## config.mk

```make
export PLATFORM = sky130hd
export DESIGN_NAME = face_core_scheduler
export DESIGN_NICKNAME = d
export VERILOG_FILES = /design/src/rtl/face_core_scheduler_pkg.sv /design/src/rtl/face_core_scheduler_rr_pick.sv /design/src/rtl/face_core_scheduler.sv
export SDC_FILE = /design/constraint.sdc
export NUM_CORES = 1
export LEC_CHECK = 0
export CORE_AREA = 8 8 91 77
export CTS_BUF_LIST = sky130_fd_sc_hd__clkbuf_8 sky130_fd_sc_hd__clkbuf_16
export DETAILED_ROUTE_END_ITERATION = 10
export DIE_AREA = 0 0 99 85
export PLACE_DENSITY = 0.83
export SLEW_MARGIN = 0
export SYNTH_ARGS = -nofsm -noshare
export SYNTH_HDL_FRONTEND = slang
export SYNTH_HIERARCHICAL = 1
export SYNTH_SLANG_ARGS = --single-unit
```

## constraint.sdc

```tcl
create_clock -name clk -period 6.2 [get_ports clk]
set_input_delay 1.55 -clock clk [delete_from_list [all_inputs] [get_ports clk]]
set_output_delay 1.55 -clock clk [all_outputs]
set_load 0.1 [all_outputs]
```

## src/rtl/face_core_scheduler_pkg.sv

```systemverilog
// face_sched_pkg: shared state type and sizing helpers for the face-core scheduler
package face_sched_pkg;
  typedef enum logic [1:0] {ST_IDLE, ST_DISPATCH, ST_DRAIN} state_e;
  localparam int DEF_TILE_IDX_W = 6;
  function automatic int wd_width(input int timeout);
    return $clog2(timeout + 1);
  endfunction
endpackage

```

## src/rtl/face_core_scheduler_rr_pick.sv

```systemverilog
// rr_pick: combinational round-robin priority encoder, first request at or above ptr with wrap
module rr_pick #(
  parameter int N = 4,
  parameter int IW = $clog2(N)
) (
  input  logic [N-1:0]  req_i,
  input  logic [IW-1:0] ptr_i,
  output logic [N-1:0]  gnt_o,
  output logic [IW-1:0] idx_o,
  output logic          any_o
);
  always_comb begin
    idx_o = '0;
    for (int i = N - 1; i >= 0; i--)
      if (req_i[(int'(ptr_i) + i) % N]) idx_o = IW'((int'(ptr_i) + i) % N);
    any_o = |req_i;
    gnt_o = any_o ? (N'(1) << idx_o) : '0;
  end
endmodule

```

## src/rtl/face_core_scheduler.sv

```systemverilog
// face_core_scheduler: hands frame tiles to idle detection cores round-robin and tracks completion
module face_core_scheduler import face_sched_pkg::*; #(
  parameter int N_CORES    = 4,
  parameter int TILE_IDX_W = DEF_TILE_IDX_W,
  parameter int TIMEOUT    = 1000000
) (
  input  logic                  clk,
  input  logic                  reset,
  input  logic                  go,
  input  logic [TILE_IDX_W-1:0] num_tiles,
  input  logic [N_CORES-1:0]    core_done,
  output logic [N_CORES-1:0]    core_start,
  output logic [TILE_IDX_W-1:0] tile_id,
  output logic                  busy,
  output logic                  all_done,
  output logic [TILE_IDX_W:0]   tiles_completed,
  output logic                  timeout_err
);
  localparam int PW = $clog2(N_CORES);
  localparam int WW = wd_width(TIMEOUT);
  state_e state_q, state_d;
  logic [N_CORES-1:0] core_busy_q, core_busy_d, core_start_q, core_start_d, acc, gnt;
  logic [PW-1:0] rr_ptr_q, rr_ptr_d, gidx;
  logic [TILE_IDX_W-1:0] next_tile_q, next_tile_d, num_tiles_q, num_tiles_d, tile_id_q, tile_id_d;
  logic [TILE_IDX_W:0] done_q, done_d, ndone;
  logic [WW-1:0] wd_q, wd_d;
  logic busy_q, busy_d, all_done_q, all_done_d, err_q, err_d, gany, evt, fire, dispatch;

  rr_pick #(.N(N_CORES)) u_pick (
    .req_i(~core_busy_q), .ptr_i(rr_ptr_q), .gnt_o(gnt), .idx_o(gidx), .any_o(gany)
  );

  assign acc = core_done & core_busy_q;

  always_comb begin
    ndone = '0;
    for (int i = 0; i < N_CORES; i++) ndone = ndone + (TILE_IDX_W+1)'(acc[i]);
  end

  // selection uses registered busy, so a core freed this cycle waits one cycle for new work
  always_comb begin
    evt          = |core_start_q || |acc;
    fire         = !evt && |core_busy_q && wd_q == WW'(TIMEOUT - 1);
    dispatch     = state_q == ST_DISPATCH && next_tile_q < num_tiles_q && gany && !fire;
    state_d      = state_q;
    core_busy_d  = (core_busy_q & ~acc) | (dispatch ? gnt : '0);
    rr_ptr_d     = dispatch ? ((gidx == PW'(N_CORES - 1)) ? '0 : gidx + 1'b1) : rr_ptr_q;
    next_tile_d  = next_tile_q + TILE_IDX_W'(dispatch);
    num_tiles_d  = num_tiles_q;
    done_d       = done_q + ndone;
    wd_d         = (evt || core_busy_q == '0) ? '0 : wd_q + 1'b1;
    core_start_d = dispatch ? gnt : '0;
    tile_id_d    = dispatch ? next_tile_q : '0;
    busy_d       = busy_q;
    all_done_d   = 1'b0;
    err_d        = err_q;
    case (state_q)
      ST_IDLE: if (go) begin
        err_d      = 1'b0;
        all_done_d = num_tiles == '0;
        if (num_tiles != '0) begin
          num_tiles_d = num_tiles;
          next_tile_d = '0;
          done_d      = '0;
          busy_d      = 1'b1;
          state_d     = ST_DISPATCH;
        end
      end
      ST_DISPATCH: if (next_tile_d == num_tiles_q) state_d = ST_DRAIN;
      ST_DRAIN: if (core_busy_q == '0 && done_q == {1'b0, num_tiles_q}) begin
        all_done_d = 1'b1;
        busy_d     = 1'b0;
        state_d    = ST_IDLE;
      end
      default: state_d = ST_IDLE;
    endcase
    if (fire) begin
      err_d       = 1'b1;
      core_busy_d = '0;
      busy_d      = 1'b0;
      state_d     = ST_IDLE;
    end
  end

  always_ff @(posedge clk or posedge reset) begin
    if (reset) begin
      state_q      <= ST_IDLE;
      core_busy_q  <= '0;
      rr_ptr_q     <= '0;
      next_tile_q  <= '0;
      num_tiles_q  <= '0;
      done_q       <= '0;
      wd_q         <= '0;
      core_start_q <= '0;
      tile_id_q    <= '0;
      busy_q       <= 1'b0;
      all_done_q   <= 1'b0;
      err_q        <= 1'b0;
    end else begin
      state_q      <= state_d;
      core_busy_q  <= core_busy_d;
      rr_ptr_q     <= rr_ptr_d;
      next_tile_q  <= next_tile_d;
      num_tiles_q  <= num_tiles_d;
      done_q       <= done_d;
      wd_q         <= wd_d;
      core_start_q <= core_start_d;
      tile_id_q    <= tile_id_d;
      busy_q       <= busy_d;
      all_done_q   <= all_done_d;
      err_q        <= err_d;
    end
  end

  assign core_start      = core_start_q;
  assign tile_id         = tile_id_q;
  assign busy            = busy_q;
  assign all_done        = all_done_q;
  assign tiles_completed = done_q;
  assign timeout_err     = err_q;
endmodule
```

==> results of run 1 <==
-- layer usage --
layer	track usage (%)	share of wire, %
met3	6.30	6.8
met5	0	0
met1	21.5	47
met4	6.40	1.6
met2	25.9	45
-- path summary, 6_finish.rpt --
check	startpoint	endpoint	slack, ns	depth (start not counted)
setup / recovery	core_done[1]	state_q[1]	1.88	13
hold / removal	wd_q[0]	wd_q[0]	0.46	1
setup reg to reg	core_busy_q[0]	state_q[1]	2.57	13
hold reg to reg	wd_q[0]	wd_q[0]	0.46	1
max in group asynchronous	reset	num_tiles_q[4]	3.97	3
min in group asynchronous	reset	tiles_completed[2]	1.74	3
-- area by class of cell --
type,instances,area (um2)
Tap cell,67,83.8
Clock inverter,4,17.5
Timing Repair Buffer,35,343
Clock buffer,11,151
Sequential cell,60,1500
Fill cell,413,1820
Multi-Input combinational cell,235,1600
Inverter,21,78.8
-- sequential cells by signal (all words and copies together), names as in the netlist --
signal and flops:
all_done 1, busy 1, wd_q 20, state_q 2
rr_ptr_q 2, tiles_completed 7, timeout_err 1, num_tiles_q 6
tile_id 6, core_start 4, next_tile_q 6, core_busy_q 4
-- power by group --
part | leakage [nW] | internal, mW | switching [mW]
Clock | 0.0976 | 0.160 | 0.142
Combinational | 0.815 | 0.443 | 0.758
Sequential | 0.778 | 0.510 | 0.138
Total | 1.69 | 1.11 | 1.04
-- per-stage QoR --
stage	utilization (%)	total power, mW	instances
after CTS	67.4	2.16	433
final	67.4	2.15	433
after detailed placement	64.4	1.85	418
after global routing	67.4	2.28	433
after global placement	64.4	1.80	418
after floorplan	-	1.58	326
-- critical path, delay by kind of cell --
| family | cells | cell delay [ns] |
|---|---|---|
| and+or+nand+nor | 7 | 1.35 |
| buffers and inverters | 2 | 0.69 |
| adders and majority gates | 2 | 0.60 |
| xor gates and xnor gates | 1 | 0.15 |
| AOI/OAI and AO/OA | 1 | 0.23 |
-- kinds of logic (layout without fill, tap and decap cells) --
group	after synthesis	after routing
AOI/OAI and AO/OA	44	44
xor gates and xnor gates	39	39
adders and majority gates	13	13
buffers and inverters	31	71
DFF	60	60
muxes	4	4
and+or+nand+nor	135	135
-- synthesized netlist by cell type (6+ instances only) --
| cell | instances | share of area, % |
|---|---|---|
| a21oi_1 | 13 | 2.0 |
| nor2b_1 | 6 | 1.2 |
| nor2_1 | 44 | 5.1 |
| xor2_1 | 22 | 5.9 |
| o21ai_1 | 7 | 1.1 |
| ha_1 | 10 | 3.9 |
| and3_1 | 7 | 1.4 |
| nand2_1 | 23 | 2.7 |
| dfrtp_1 | 60 | 46 |
| xnor2_1 | 16 | 4.3 |
| inv_1 | 21 | 2.4 |
| nand3_1 | 12 | 1.9 |
| and2_1 | 12 | 2.3 |
==> metrics.txt, run 1 <==
Critical Path, Cell by Cell clkdlybuf4s50_1, nand2_1, nand3_1, nor4_4, buf_4, nor2b_1, ha_1, ha_1, xnor2_1, nand3_1, nor4_1, nand2_1, o31ai_1; IO Pins 33; Setup CP Type input port to register; most frequent cells in the layout dfrtp_1, nor2_1, clkdlybuf4s50_1, nand2_1; Post-CTS Resized 0; GPL Wtd Cong 0.890; DP Area 3610 um2; routed via count 2396; CTS clk-pin slew, worst paths 0.06 ns; Avg Inst Size Synth 9.94 um2; Required @ worst endpoint 6.44 ns; Starting Density 57.9%; cts hold-fix bufs 0; Adder-Cell Fraction of Synth Area 5.71%; n_diodes 0; Fin. Hold Viols 0; # Post-CTS Setup Buffers 0; Startpoint Class input port; initial antenna violation count 0; complex-gate fraction of the synthesized area 8.80%; Max-Cap Viols 0; TritonCTS Sinks 60; hold_ws 0.462 ns; Slew Viols, Final 0; Num CTS Buffers 9; vias in the first global route 2394; Syn Nets 352; layout cells sized above 1 8.20%; PortBufs 32; TritonCTS clock tree done; H-tree Lvls 3; # DRC 0; LEAKAGE 1.69 nW; Die Wd 99 um; Slowest Stage Delay on Critical Path 0.51 ns; xor-xnor portion of the synthesized cell area 11.0%; synth unique cells 52; global-route wire length before repair 11300 um; simple-gate share of the synthesized area 22.3%; worst rel slew slack 31.7%; asr flop ratio synth 100%; peak supply drop 0.393 mV; most common cell after layout, fill and taps aside dfrtp_1; Main synth FF type dfrtp_1; Die ar. 8420 um2; register bit count reported by yosys 60; pre-CTS WS 1.54 ns; DR WL/cell 15.6 um; area delta synth->final 16.5%; kind of end point of the critical path register; # nets final 388; Die Y 85 um; Max Clock Freq 231 MHz; Worst Tran Pin Value 1.02 ns; initial DRC count 112; largest family of logic cells by synthesized area simple AND/OR/NAND/NOR gates; RSZ-0062 raised after global routing no; Post-synth EDFFs 0; pwr/cell area 570 nW/um2; # rows 25; post-DP HPWL 4890 um; Clock Tree Buf Depth 2; CP max FO 14; Core ar. 5600 um2; Gate Count Post-Synth 326; worst setup margin 1.88 ns; Hold Crit Class register to register; Clk Latency, worst-skew pair 0.34 ns; final WL 6750 um; mux cell area share after synthesis 1.58%; Pre-Repair DR Iteration Count 4; period utilization 69.7%; synth warn 6; Worst EP arrival 4.56 ns; via/cell ratio 5.53; Total GRT Usage 17.0%; Setup Skew 0.00570 ns; final global-route overflow total 0; clk root buf clkbuf_8; Finished Cell Area 3770 um2; Crit-path slowest cell clkdlybuf4s50_1; Seq/Total Area, Yosys 46.3%; outcome completed; Mapped Area 3240 um2; post-route ant nets 0; final setup fails 0; minimum clock period 4.32 ns; Setup TNS 0 ns; largest net degree at the start of global routing 61
Power figures use the tool's default switching activity.
==> inputs of run 2 (changes only) <==
Settings changed: CORE_AREA 8 8 91 77 to 8 8 99 83, DIE_AREA 0 0 99 85 to 0 0 107 91, PLACE_DENSITY 0.83 to 0.74.
Clock period 6.2 ns to 3.8 ns, I/O delays scaled along.
==> run 2 against run 1 <==
Compared with the run above:
- non-clock buffer count grew 3
- power grew 64%
- critical path depth shrank 1
- clock power grew 76%
- die area grew 16%
- hold slack lost 0.0085 ns
- global-route usage shrank 2.6 points
- clock skew grew 0.0015 ns
- combinational power grew 62%
- clock-buffer cell count shrank 2
- critical path type unchanged
- largest cell class unchanged
==> metrics.txt, run 2 (same netlist as run 1, synthesis figures left out) <==
minimum clock period 3.24 ns; final WL 6640 um; largest reg by FF count wd_q; via/cell ratio 5.29; Num CTS Buffers 9; DP Area 3640 um2; Worst EP arrival 3.48 ns; kind of end point of the critical path register; Crit. Startpoint core_done[0]; final global-route overflow total 0; routed via count 2416; Max Clock Freq 308 MHz; H-tree Lvls 3; initial antenna violation count 0; worst rel slew slack 33.7%; Setup CP Type input port to register; Clk Latency, worst-skew pair 0.33 ns; post-route ant nets 0; final setup fails 0; Die Wd 107 um; Setup Skew 0.00716 ns; IO Pins 33; Pre-Repair DR Iteration Count 4; n_diodes 0; LEAKAGE 1.72 nW; # rows 27; GPL Wtd Cong 0.849; clk root buf clkbuf_8; CTS clk-pin slew, worst paths 0.06 ns; pwr/cell area 925 nW/um2; Setup TNS 0 ns; # Post-CTS Setup Buffers 0; CP max FO 3; post-DP HPWL 5050 um; total power 3.53 mW; DR WL/cell 14.5 um; Finished Cell Area 3820 um2; cts hold-fix bufs 0; Required @ worst endpoint 4.04 ns; Die ar. 9740 um2; PortBufs 32; initial DRC count 102; outcome completed; period utilization 85.3%; hold_ws 0.454 ns; global-route wire length before repair 11300 um; Die Y 91 um; RSZ-0062 raised after global routing no; most common cell after layout, fill and taps aside dfrtp_1; Reg-to-Reg Start core_busy_q[0]; Startpoint Class input port; largest net degree at the start of global routing 33; most frequent cells in the layout dfrtp_1, nor2_1, clkdlybuf4s50_1, nand2_1; layout cells sized above 1 10.8%; fin util 57.4%; max reg flops 20; Fin. Hold Viols 0; TritonCTS clock tree done; Total GRT Usage 14.4%; Max-Cap Viols 0; Post-CTS Resized 0; Hold Crit Class register to register; Worst Tran Pin Value 0.991 ns; Core ar. 6660 um2; Clock Tree Buf Depth 2; vias in the first global route 2357; Starting Density 48.7%; area delta synth->final 18.0%; Worst Hold Launch wd_q[0]; TritonCTS Sinks 60; peak supply drop 0.774 mV; # nets final 391; # DRC 0; Slew Viols, Final 0
run 2: report_power, final:
part / internal, mW / switching (mW)
registers: 0.833 / 0.228
clock network: 0.294 / 0.237
logic: 0.730 / 1.21
total: 1.86 / 1.68
run 2: final timing paths:
path                                 endpoint  slack (ns)  depth (start not counted)
setup / recovery                   state_q[1]        0.56                         12
hold / removal                        wd_q[0]        0.45                          1
setup reg to reg                   state_q[1]        0.72                         13
hold reg to reg                       wd_q[0]        0.45                          1
max in group asynchronous            wd_q[19]        2.35                          3
min in group asynchronous  tiles_completed[5]        0.83                          2
run 2: per-layer routing:
layer / GRT usage (%) / wire length [um] / vias up
met4: 5.26 / 70 / 0
met1: 19.7 / 3230 / 1178
li1: - / - / 1175
met2: 21.0 / 2990 / 56
met3: 4.38 / 349 / 7
met5: 0 / 0 / -
run 2: worst max-delay path: stages:
cell,delay [ns]
clkdlybuf4s50_1,0.43
a22oi_1,0.21
nand3_1,0.16
nor4_4,0.29
nor2b_1,0.11
ha_1,0.23
ha_1,0.32
xnor2_1,0.15
nand3_1,0.09
nor4_1,0.26
nand2_1,0.11
o31ai_1,0.18
run 2: cell type report:
class,instances,area (um2)
Fill cell,557,2830
Multi-Input combinational cell,235,1600
Sequential cell,60,1500
Timing Repair Buffer,38,350
Clock buffer,9,124
Tap cell,87,109
Inverter,21,78.8
Clock inverter,7,60.1
run 2: per-stage QoR:
stage | instances | setup slack, ns
6_report | 457 | 0.558
5_1_grt | 457 | 0.286
4_1_cts | 457 | 0.558
3_5_place_dp | 441 | 0.222
3_3_place_gp | 441 | 0.258
2_1_floorplan | 326 | 0.684
==> inputs of run 3 (changes only) <==
Settings changed: SLEW_MARGIN 0 to default.
==> results of run 3 <==
Final layout, timing and power as in run 2 (identical DEF).
